### config.mk
export PLATFORM = sky130hd
export DESIGN_NAME = racl_error_log_collector_flat
export DESIGN_NICKNAME = d
export VERILOG_FILES = /design/src/rtl/top_racl_pkg.sv /design/src/rtl/racl_error_log_collector_if.sv /design/src/rtl/racl_err_rr_arb.sv /design/src/rtl/racl_error_log_collector.sv /design/src/flat_wrapper.sv
export SDC_FILE = /design/constraint.sdc
export NUM_CORES = 1
export LEC_CHECK = 0
export BUFFER_PORTS_ARGS = -buffer_cell sky130_fd_sc_hd__buf_2
export CAP_MARGIN = 20
export CORE_ASPECT_RATIO = 2
export CORE_MARGIN = 5
export CORE_UTILIZATION = 40
export CTS_BUF_LIST = sky130_fd_sc_hd__clkbuf_4
export DETAILED_ROUTE_END_ITERATION = 10
export PLACE_DENSITY_LB_ADDON = 0.3
export SYNTH_ARGS = -nofsm -noshare
export SYNTH_HDL_FRONTEND = slang
export SYNTH_SLANG_ARGS = --single-unit
### constraint.sdc
create_clock -name clk_i -period 4.7 [get_ports clk_i]
set_clock_uncertainty 0.05 [all_clocks]
set_input_delay 0.705 -clock clk_i [delete_from_list [all_inputs] [get_ports clk_i]]
set_output_delay 0.705 -clock clk_i [all_outputs]
set_load 0.05 [all_outputs]
### src/rtl/top_racl_pkg.sv
// rtl/top_racl_pkg.sv - RACL error record types plus collector helpers
//
// Purpose : shared types for the RACL error log collector. Holds the
//           racl_error_log_t record produced by the per-IP RACL checks,
//           the maximum source count, the source index type, the collector
//           state type and the overflow merge helper.
// Ports   : none (package).
// Config  : the RACL_ERR_CNT_EN macro is consumed by the interface and top,
//           not by this package.
package top_racl_pkg;

   localparam int unsigned NrRaclBits     = 4;
   localparam int unsigned NrCtnUidBits   = 8;
   localparam int unsigned RaclAddrW      = 32;
   localparam int unsigned RACL_ERR_SRC_MAX = 16;

   typedef logic [NrRaclBits-1:0]   racl_role_t;
   typedef logic [NrCtnUidBits-1:0] ctn_uid_t;

   typedef struct packed {
      logic                 valid;
      logic                 overflow;
      racl_role_t           racl_role;
      ctn_uid_t             ctn_uid;
      logic                 read_access;
      logic [RaclAddrW-1:0] request_address;
   } racl_error_log_t;

   // Wide enough for any legal source count.
   typedef logic [$clog2(RACL_ERR_SRC_MAX)-1:0] racl_src_idx_t;

   typedef enum logic {
      ST_EMPTY = 1'b0,
      ST_HELD  = 1'b1
   } racl_log_state_e;

   // Width of a source index for a given number of sources.
   function automatic int unsigned racl_src_w(input int unsigned num_src);
      return (num_src <= 1) ? 1 : $clog2(num_src);
   endfunction

   // A captured record overflows if the winner already lost records
   // upstream or if it shared its capture cycle with another source.
   function automatic logic racl_merge_overflow(input logic rec_overflow,
                                                input logic multi_valid);
      return rec_overflow | multi_valid;
   endfunction

endpackage

### src/rtl/racl_error_log_collector_if.sv
// rtl/racl_error_log_collector_if.sv - signal bundle between RACL sources, collector and CSRs
//
// Purpose : groups the per-source records, the CSR clear pulse and the
//           captured log outputs of racl_error_log_collector.
// Signals : err_log_i  NumSrc x racl_error_log_t  per-source denial records
//           clear_i    1                          CSR clear pulse
//           err_log_o  racl_error_log_t           captured record
//           err_src_o  SrcW                       index of captured source
//           intr_o     1                          level interrupt
//           err_cnt_o  NumSrc x CntW              per-source counts (RACL_ERR_CNT_EN only)
// Modports: master drives records/clear, slave is the collector.
// Config  : RACL_ERR_CNT_EN adds err_cnt_o.
interface racl_error_log_collector_if
   import top_racl_pkg::*;
#(
   parameter int unsigned NumSrc = 4,
   parameter int unsigned CntW   = 8
);
   localparam int unsigned SrcW = racl_src_w(NumSrc);

   racl_error_log_t [NumSrc-1:0] err_log_i;
   logic                         clear_i;
   racl_error_log_t              err_log_o;
   logic [SrcW-1:0]              err_src_o;
   logic                         intr_o;
`ifdef RACL_ERR_CNT_EN
   logic [NumSrc-1:0][CntW-1:0]  err_cnt_o;

   modport master (
      output err_log_i, clear_i,
      input  err_log_o, err_src_o, intr_o, err_cnt_o
   );
   modport slave (
      input  err_log_i, clear_i,
      output err_log_o, err_src_o, intr_o, err_cnt_o
   );
`else
   modport master (
      output err_log_i, clear_i,
      input  err_log_o, err_src_o, intr_o
   );
   modport slave (
      input  err_log_i, clear_i,
      output err_log_o, err_src_o, intr_o
   );
`endif

endinterface

### src/rtl/racl_err_rr_arb.sv
// rtl/racl_err_rr_arb.sv - round-robin pick among RACL error sources
//
// Purpose : combinational round-robin selection with a registered pointer.
//           The search starts at the pointer and wraps; on advance_i the
//           pointer moves to winner+1 (mod NumSrc).
// Ports   : clk_i        clock
//           rst_ni       synchronous active-low reset (pointer -> 0)
//           req_i        NumSrc request bits
//           advance_i    a capture used the current grant
//           gnt_idx_o    index of the granted source
//           any_valid_o  at least one request is set
module racl_err_rr_arb
   import top_racl_pkg::*;
#(
   parameter int unsigned NumSrc = 4,
   parameter int unsigned SrcW   = racl_src_w(NumSrc)
) (
   input  logic              clk_i,
   input  logic              rst_ni,
   input  logic [NumSrc-1:0] req_i,
   input  logic              advance_i,
   output logic [SrcW-1:0]   gnt_idx_o,
   output logic              any_valid_o
);

   logic [SrcW-1:0] r_ptr;
   logic [SrcW-1:0] w_gnt;
   logic            w_found;
   logic [SrcW:0]   w_sum;
   logic [SrcW-1:0] w_idx;

   // One extra bit on the sum keeps ptr+offset from wrapping early when
   // NumSrc is not a power of two.
   always_comb begin
      w_gnt   = '0;
      w_found = 1'b0;
      w_sum   = '0;
      w_idx   = '0;
      for (int i = 0; i < int'(NumSrc); i++) begin
         w_sum = {1'b0, r_ptr} + (SrcW+1)'(i);
         if (w_sum >= (SrcW+1)'(NumSrc)) begin
            w_sum = w_sum - (SrcW+1)'(NumSrc);
         end
         w_idx = w_sum[SrcW-1:0];
         if (!w_found && req_i[w_idx]) begin
            w_found = 1'b1;
            w_gnt   = w_idx;
         end
      end
   end

   always_ff @(posedge clk_i) begin
      if (!rst_ni) begin
         r_ptr <= '0;
      end else if (advance_i && w_found) begin
         r_ptr <= (w_gnt == SrcW'(NumSrc - 1)) ? '0 : w_gnt + SrcW'(1);
      end
   end

   assign gnt_idx_o   = w_gnt;
   assign any_valid_o = w_found;

endmodule

### src/rtl/racl_error_log_collector.sv
// rtl/racl_error_log_collector.sv - single-entry RACL error log with sticky overflow
//
// Purpose : collects RACL denial records from NumSrc endpoints, captures one
//           via round-robin, holds it until a CSR clear, merges lost records
//           into a sticky overflow flag and raises a level interrupt.
// Ports   : clk_i   clock
//           rst_ni  synchronous active-low reset
//           bus     racl_error_log_collector_if.slave (records in, clear in,
//                   captured log / source / interrupt / counts out)
// Config  : RACL_ERR_CNT_EN enables saturating per-source denial counters
//           driven onto bus.err_cnt_o.
module racl_error_log_collector
   import top_racl_pkg::*;
#(
   parameter int unsigned NumSrc = 4,
   parameter int unsigned CntW   = 8
) (
   input  logic clk_i,
   input  logic rst_ni,
   racl_error_log_collector_if.slave bus
);

   localparam int unsigned SrcW = racl_src_w(NumSrc);

   racl_log_state_e r_state;
   racl_error_log_t r_log;
   logic [SrcW-1:0] r_src;

   logic [NumSrc-1:0] w_req;
   logic [SrcW-1:0]   w_gnt;
   logic              w_any;
   logic              w_multi;
   logic              w_seen;
   logic              w_cap;

   always_comb begin
      w_req   = '0;
      w_multi = 1'b0;
      w_seen  = 1'b0;
      for (int k = 0; k < int'(NumSrc); k++) begin
         w_req[k] = bus.err_log_i[k].valid;
         if (bus.err_log_i[k].valid) begin
            if (w_seen) w_multi = 1'b1;
            w_seen = 1'b1;
         end
      end
   end

   // A capture happens from EMPTY, or from HELD when the clear releases the
   // slot in the same cycle a new record arrives.
   assign w_cap = w_any && ((r_state == ST_EMPTY) || bus.clear_i);

   racl_err_rr_arb #(
      .NumSrc (NumSrc),
      .SrcW   (SrcW)
   ) u_arb (
      .clk_i       (clk_i),
      .rst_ni      (rst_ni),
      .req_i       (w_req),
      .advance_i   (w_cap),
      .gnt_idx_o   (w_gnt),
      .any_valid_o (w_any)
   );

   always_ff @(posedge clk_i) begin
      if (!rst_ni) begin
         r_state <= ST_EMPTY;
         r_log   <= '0;
         r_src   <= '0;
      end else if (w_cap) begin
         r_state                 <= ST_HELD;
         r_log.valid             <= 1'b1;
         r_log.overflow          <= racl_merge_overflow(bus.err_log_i[w_gnt].overflow, w_multi);
         r_log.racl_role         <= bus.err_log_i[w_gnt].racl_role;
         r_log.ctn_uid           <= bus.err_log_i[w_gnt].ctn_uid;
         r_log.read_access       <= bus.err_log_i[w_gnt].read_access;
         r_log.request_address   <= bus.err_log_i[w_gnt].request_address;
         r_src                   <= w_gnt;
      end else begin
         case (r_state)
            ST_HELD: begin
               if (bus.clear_i) begin
                  r_state <= ST_EMPTY;
                  r_log   <= '0;
                  r_src   <= '0;
               end else if (w_any) begin
                  // Record fields stay frozen; only the loss is remembered.
                  r_log.overflow <= 1'b1;
               end
            end
            default: begin
               r_state <= ST_EMPTY;
            end
         endcase
      end
   end

   assign bus.err_log_o = r_log;
   assign bus.err_src_o = r_src;
   assign bus.intr_o    = r_log.valid;

`ifdef RACL_ERR_CNT_EN
   logic [NumSrc-1:0][CntW-1:0] r_cnt;

   // Counts every denial, captured or not; only reset clears them.
   always_ff @(posedge clk_i) begin
      if (!rst_ni) begin
         r_cnt <= '0;
      end else begin
         for (int k = 0; k < int'(NumSrc); k++) begin
            if (w_req[k] && (r_cnt[k] != {CntW{1'b1}})) begin
               r_cnt[k] <= r_cnt[k] + CntW'(1);
            end
         end
      end
   end

   assign bus.err_cnt_o = r_cnt;
`endif

endmodule

### src/flat_wrapper.sv
// flat-port wrapper written by rule: the top's interface ports become plain ports
module racl_error_log_collector_flat import top_racl_pkg::*;
#(
   parameter int unsigned NumSrc = 4,
   parameter int unsigned CntW   = 8
)
  (clk_i, rst_ni, bus_err_log_i, bus_clear_i, bus_err_log_o, bus_err_src_o, bus_intr_o);
  racl_error_log_collector_if #(.NumSrc(NumSrc), .CntW(CntW)) bus_i ();
  input  logic clk_i;
  input  logic rst_ni;
  input wire logic [$bits(bus_i.err_log_i)-1:0] bus_err_log_i;
  input wire logic [$bits(bus_i.clear_i)-1:0] bus_clear_i;
  output wire logic [$bits(bus_i.err_log_o)-1:0] bus_err_log_o;
  output wire logic [$bits(bus_i.err_src_o)-1:0] bus_err_src_o;
  output wire logic [$bits(bus_i.intr_o)-1:0] bus_intr_o;
  assign bus_i.err_log_i = bus_err_log_i;
  assign bus_i.clear_i = bus_clear_i;
  assign bus_err_log_o = bus_i.err_log_o;
  assign bus_err_src_o = bus_i.err_src_o;
  assign bus_intr_o = bus_i.intr_o;
  racl_error_log_collector #(.NumSrc(NumSrc), .CntW(CntW)) u_core (.clk_i(clk_i), .rst_ni(rst_ni), .bus(bus_i));
endmodule
-- Word level (Yosys, flattened, before mapping)
Index checks and enable logic that the tools add are counted.
- bits in registers: 52
- input bits: 191
- word-level logic and storage cells: 87
- add/sub/neg operators: 8
- $lt $le $gt $ge: 9
- eq/ne operators: 1
- muxes and demuxes: 44
- bitwise logic cells: 2
- reduce and logical (&&, ||, !) cells: 14
- operators by type and width (cell ; count):
    binary-select mux 47 bit (select 2 bit) ; 1
    2-to-1 mux 47 bit ; 2
    2-to-1 mux 46 bit ; 1
    2-to-1 mux 45 bit ; 1
    2-to-1 mux 2 bit ; 12
    2-to-1 mux 1 bit ; 23
    < comparator 2 x 3 -> 1 bit, second input constant ; 5
    >= comparator 3 bit, second input constant ; 3
    binary-select mux 1 bit (select 2 bit) ; 4
    subtractor 2 x 1 -> 2 bit, second input constant ; 4
    adder 2 x 2 -> 3 bit, second input constant ; 2
    logical AND 1 bit ; 5
    AND reduction 2 bit ; 2
    nonzero test 2 bit ; 2
    adder 2 x 1 -> 3 bit, second input constant ; 1
    >= comparator 2 x 3 -> 1 bit, second input constant ; 1
    logical NOT 1 bit ; 3
    nonzero test 3 bit ; 1
    adder 2 x 1 -> 2 bit, second input constant ; 1
    == test 2 bit, second input constant ; 1
    logical OR 1 bit ; 1
    inverter 1 bit ; 1
    OR 1 bit ; 1

-- Logic depth before layout (Yosys ltp)
- depth in word-level cells: 18
- gate-level depth with buffers: 7

-- Cells and area by module
A second synthesis with hierarchy kept.
- cell total of the unflattened synthesis: 261
- area total of the unflattened synthesis: 3179.3 µm²
- by module, submodules not included (module ; times used ; cells each ; area an instance (µm²) ; sequential area each (µm²)):
    racl_error_log_collector ; 1 ; 236 ; 3011.6 ; 1001.0
    racl_err_rr_arb ; 1 ; 25 ; 167.7 ; 40.0

-- Least setup slack after synthesis
No wires, ideal clock.
- kind: input to register
- start: input bus_err_log_i[46]
- end: register u_core.r_log, in the netlist u_core.bus.err_log_o[4]
- library setup time: 133 ps
- data arrival time: 1931 ps
- path slack: 2586 ps
- stages: 6
- path through: or4_4 > and2_4 > buf_6 > nand3_4 > buf_6 > o221ai_1
- cells in the longest elaborated chain, start to end: 15
- elaborated cells on any way between the ends: 29
- those cells by class: mux: 19; reduce/logical: 10
- RTL lines (item ; RTL line ; text):
    start, declared ; flat_wrapper.sv:11 ; input wire logic [$bits(bus_i.err_log_i)-1:0] bus_err_log_i;
    binary-select mux 1 bit (select 2 bit) ; racl_err_rr_arb.sv:45 ; if (!w_found && req_i[w_idx]) begin
    2-to-1 mux 1 bit (implied by the code) ; racl_err_rr_arb.sv:45 ;
    2-to-1 mux 1 bit ; racl_err_rr_arb.sv:45 ;
    logical NOT 1 bit ; racl_err_rr_arb.sv:45 ;
    logical AND 1 bit ; racl_err_rr_arb.sv:45 ;
    2-to-1 mux 1 bit ; racl_err_rr_arb.sv:45 ;
    logical NOT 1 bit ; racl_err_rr_arb.sv:45 ;
    logical AND 1 bit ; racl_err_rr_arb.sv:45 ;
    2-to-1 mux 1 bit ; racl_err_rr_arb.sv:45 ;
    logical NOT 1 bit ; racl_err_rr_arb.sv:45 ;
    logical AND 1 bit ; racl_err_rr_arb.sv:45 ;
    2-to-1 mux 2 bit / 2-to-1 mux 1 bit (equally long branches) ; racl_err_rr_arb.sv:45 ;
    binary-select mux 47 bit (select 2 bit) / logical AND 1 bit (equally long branches) ; racl_error_log_collector.sv:77, racl_error_log_collector.sv:51 ;
    2-to-1 mux 46 bit / nonzero test 2 bit (equally long branches) ; n/a ;
    2-to-1 mux 47 bit / AND reduction 2 bit (equally long branches) ; n/a ;
    end, declared ; racl_error_log_collector.sv:26 ; racl_error_log_t r_log;
Several ways; a longest one is shown, not always the timed one. The select of a mux whose other input is x is not followed.
A chain may end at the register's enable or synchronous reset.

-- Final worst setup path
- start: input bus_err_log_i[46]
- end: register u_core.r_log, in the netlist u_core.bus.err_log_o[23]
The elaborated chain is that of the path after synthesis.

==> flow_metrics.env <==
export IMPL_pwr_share_clk_pct=17.6
export IMPL_fmax_mhz=424.0
export IMPL_grt_pass1_vias=3465
export IMPL_maxSlewHeadroom_pct=42.32
export IMPL_synthTopCellsByArea="dfxtp_1 (34%), mux2i_1 (30%), o221ai_1 (13%), nand2_1 (6.3%), buf_6 (3.3%)"
export IMPL_antenna_found_initial=0
export IMPL_power_switching_w=0.0005732
export IMPL_endpoint_kind="flip-flop"
export IMPL_critPathSlowestCell="and2_2"
export IMPL_cts_tree="yes"
export IMPL_worstPathRequired_ns=4.94
export IMPL_ys_seq_area_share_pct=34.10
export IMPL_cts_root_buffer="clkbuf_4"
export IMPL_core_area_um2=7545
export IMPL_swShare_pct=40.84
export IMPL_worst_slack_ns=2.341
export IMPL_min_path_type="flip-flop to flip-flop"
export IMPL_cp_num_buf_inv=1
export IMPL_cts_max_path_buffers=2
export IMPL_synth_compound_area_share_pct=18.11
export IMPL_grt_setup_unrepaired="no"
export IMPL_tightest_slew_ns=0.8652
export IMPL_min_period_ns=2.359
export IMPL_clk_latency_ns=0.37
export IMPL_setup_viol=0
export IMPL_ir_drop_uv=230.5
export IMPL_avgSynthCellArea_um2=9.944
export IMPL_core_rowCount=45
export IMPL_post_synth_top_area_fraction_pct=34.10
export IMPL_period_share_pct=50.18
export IMPL_via_per_inst=5.208
export IMPL_start_util_pct=40.46
export IMPL_dr_total_vias=3255
export IMPL_async_reset_ff_share_pct=0
export IMPL_grt_overflow=0
export IMPL_slew_viol_final=0
export IMPL_finalWirelength_um=10030
export IMPL_drive_gt1_share_pct=48.59
export IMPL_port_buffers=240
export IMPL_grt_usage_pct=20.16
export IMPL_status="completed"
export IMPL_ff2ff_setup_slack_ns=2.52
export IMPL_synth_top_family_by_area="multiplexers"
export IMPL_final_net_count=721
export IMPL_synth_commonest_cells="mux2i_1 (91), dfxtp_1 (52), nand2_1 (51)"
export IMPL_synth_xor_area_share_pct=0.2869
export IMPL_max_stage_delay_ns=0.74
export IMPL_grt_pass1_wl_um=15640
export IMPL_synth_most_common_cell="mux2i_1"
export IMPL_grt_max_degree=51
export IMPL_antenna_cells=0
export IMPL_worstPathMaxFanout=45
export IMPL_synth_ff_type="dfxtp_1"
export IMPL_die_w_um=71.78
export IMPL_ys_types=34
export IMPL_hpwl_um=8064
export IMPL_wl_per_cell_um=16.04
export IMPL_p_int_w=0.0008302
export IMPL_leakagePower_nw=2.166
export IMPL_place_congestion=0.8410
export IMPL_multi_input_area_um2=1802
export IMPL_synthMuxAreaShare_pct=29.84
export IMPL_synth_largest_area_cell="dfxtp_1"
export IMPL_startpoint_type="primary input"
export IMPL_clock_sinks=52
export IMPL_synth_seq_cells=52
export IMPL_place_ws_ns=1.944
export IMPL_arrival_ns=2.59
export IMPL_syn_inst=307
export IMPL_register_area_um2=1041
export IMPL_synth_enable_flop_cells=0
export IMPL_syn_nets=498
export IMPL_postCtsHoldBufs=0
export IMPL_syn_cell_area_um2=3053
export IMPL_cts_clk_slew_worst_paths_ns=0.14
export IMPL_synth_fa_ha_area_share_pct=0
export IMPL_power_density_nw_per_um2=328.3
export IMPL_seq_power_share_pct=38.1
export IMPL_post_cts_resized=0
export IMPL_first_pass_iters=4
export IMPL_dr_first_iter_drc_count=134
export IMPL_die_height_um=133.6
export IMPL_cts_setup_buffers=0
export IMPL_path_cells="buf_2 -> or4_4 -> o21ai_2 -> and2_2 -> nand2_1 -> o221ai_1"
export IMPL_ant_nets=0
export IMPL_drc=0
export IMPL_totalNegativeSetupSlack_ns=0
export IMPL_synthSimpleGateAreaFrac_pct=10.57
export IMPL_hold_viol=0
export IMPL_path_delay_family="simple AND/OR/NAND/NOR gates"
export IMPL_boundaryPins=241
export IMPL_yosysWarningCount=0
export IMPL_die_area_um2=9586
export IMPL_fillers=738
export IMPL_cts_buffers=5
export IMPL_comb_power_share_pct=44.3
export IMPL_total_power_w=0.001403
export IMPL_critPathKind="primary input to flip-flop"
export IMPL_cap_violations=0
export IMPL_syn2layout_area_growth_pct=40.04
export IMPL_htree_levels=2
through the flow:
stage / util, % / cell area, um2 / hold slack, ns / cells
final: 56.67 / 4275 / 0.4264 / 625
after global routing: 56.67 / 4275 / 0.4516 / 625
after CTS: 56.67 / 4275 / 0.4288 / 625
after detailed placement: 55.67 / 4200 / 0.3933 / 617
after global placement: 55.67 / 4200 / 0.3869 / 617
after floorplan: - / 3053 / 0.4579 / 307
routing by layer:
| layer | global-route usage [%] | routed length (um) | vias to the layer above |
|---|---|---|---|
| li1 | - | - | 1610 |
| met1 | 18.79 | 3316 | 1483 |
| met2 | 38.99 | 5494 | 142 |
| met3 | 5.891 | 921 | 20 |
| met4 | 8.368 | 295 | 0 |
| met5 | 0 | 0 | - |
area by class of cell:
cell class	count	share of cell area, %
multi-input combinational	226	42.14
timing repair buffer	242	28.74
sequential	52	24.35
tap	94	2.751
clock buffer	5	0.8780
clock inverter	3	0.8780
inverter	3	0.2634
registers in the layout, indices dropped and copies added (netlist names):
signal,count
u_core.bus.err_src_o,2
u_core.bus.err_log_o,46
u_core.bus.intr_o,1
u_core.r_state,1
u_core.u_arb.r_ptr,2
cell families after synthesis:
family / after synthesis
compound gates: 66
xor+xnor: 1
buf+inv: 29
flops: 52
mux: 91
simple gates: 68
final timing paths:
| check | depth (start not counted) | from | to |
|---|---|---|---|
| setup / recovery | 6 | bus_err_log_i[46] | u_core.bus.err_log_o[23] |
| hold / removal | 2 | u_core.bus.err_log_o[9] | u_core.bus.err_log_o[9] |
| setup reg to reg | 6 | u_core.u_arb.r_ptr[0] | u_core.bus.err_log_o[45] |
| hold reg to reg | 2 | u_core.bus.err_log_o[9] | u_core.bus.err_log_o[9] |
placed cells by master (no fill, tap or decap), types with 2 or more instances in the layout:
cell,instances
inv_1,3
nand2b_1,2
o221a_2,2
a21oi_1,3
nand2_1,51
clkbuf_4,5
buf_2,240
clkinv_1,2
o21ai_0,5
nor2b_1,4
a21boi_0,2
dfxtp_1,52
nor2_1,3
mux2i_1,91
o221ai_1,45
worst reg2reg max path, cell delays in order, from the launching register on:
cell and delay (ns):
dfxtp_1 0.38, and2b_1 0.22, a311oi_2 0.39, nor2_4 0.07, buf_4 0.33, a2111oi_0 0.54
a311oi_1 0.09
power groups by stage:
stage / logic [W] / registers (W) / clock network (W)
finish: 0.000622 / 0.000534 / 0.000247
global route: 0.000665 / 0.000541 / 0.000275
CTS: 0.000629 / 0.000534 / 0.000257
detailed placement: 0.000629 / 0.000543 / 0
global placement: 0.000617 / 0.000543 / 0
floorplan: 0.000245 / 0.000751 / 0
Power figures use the tool's default switching activity.
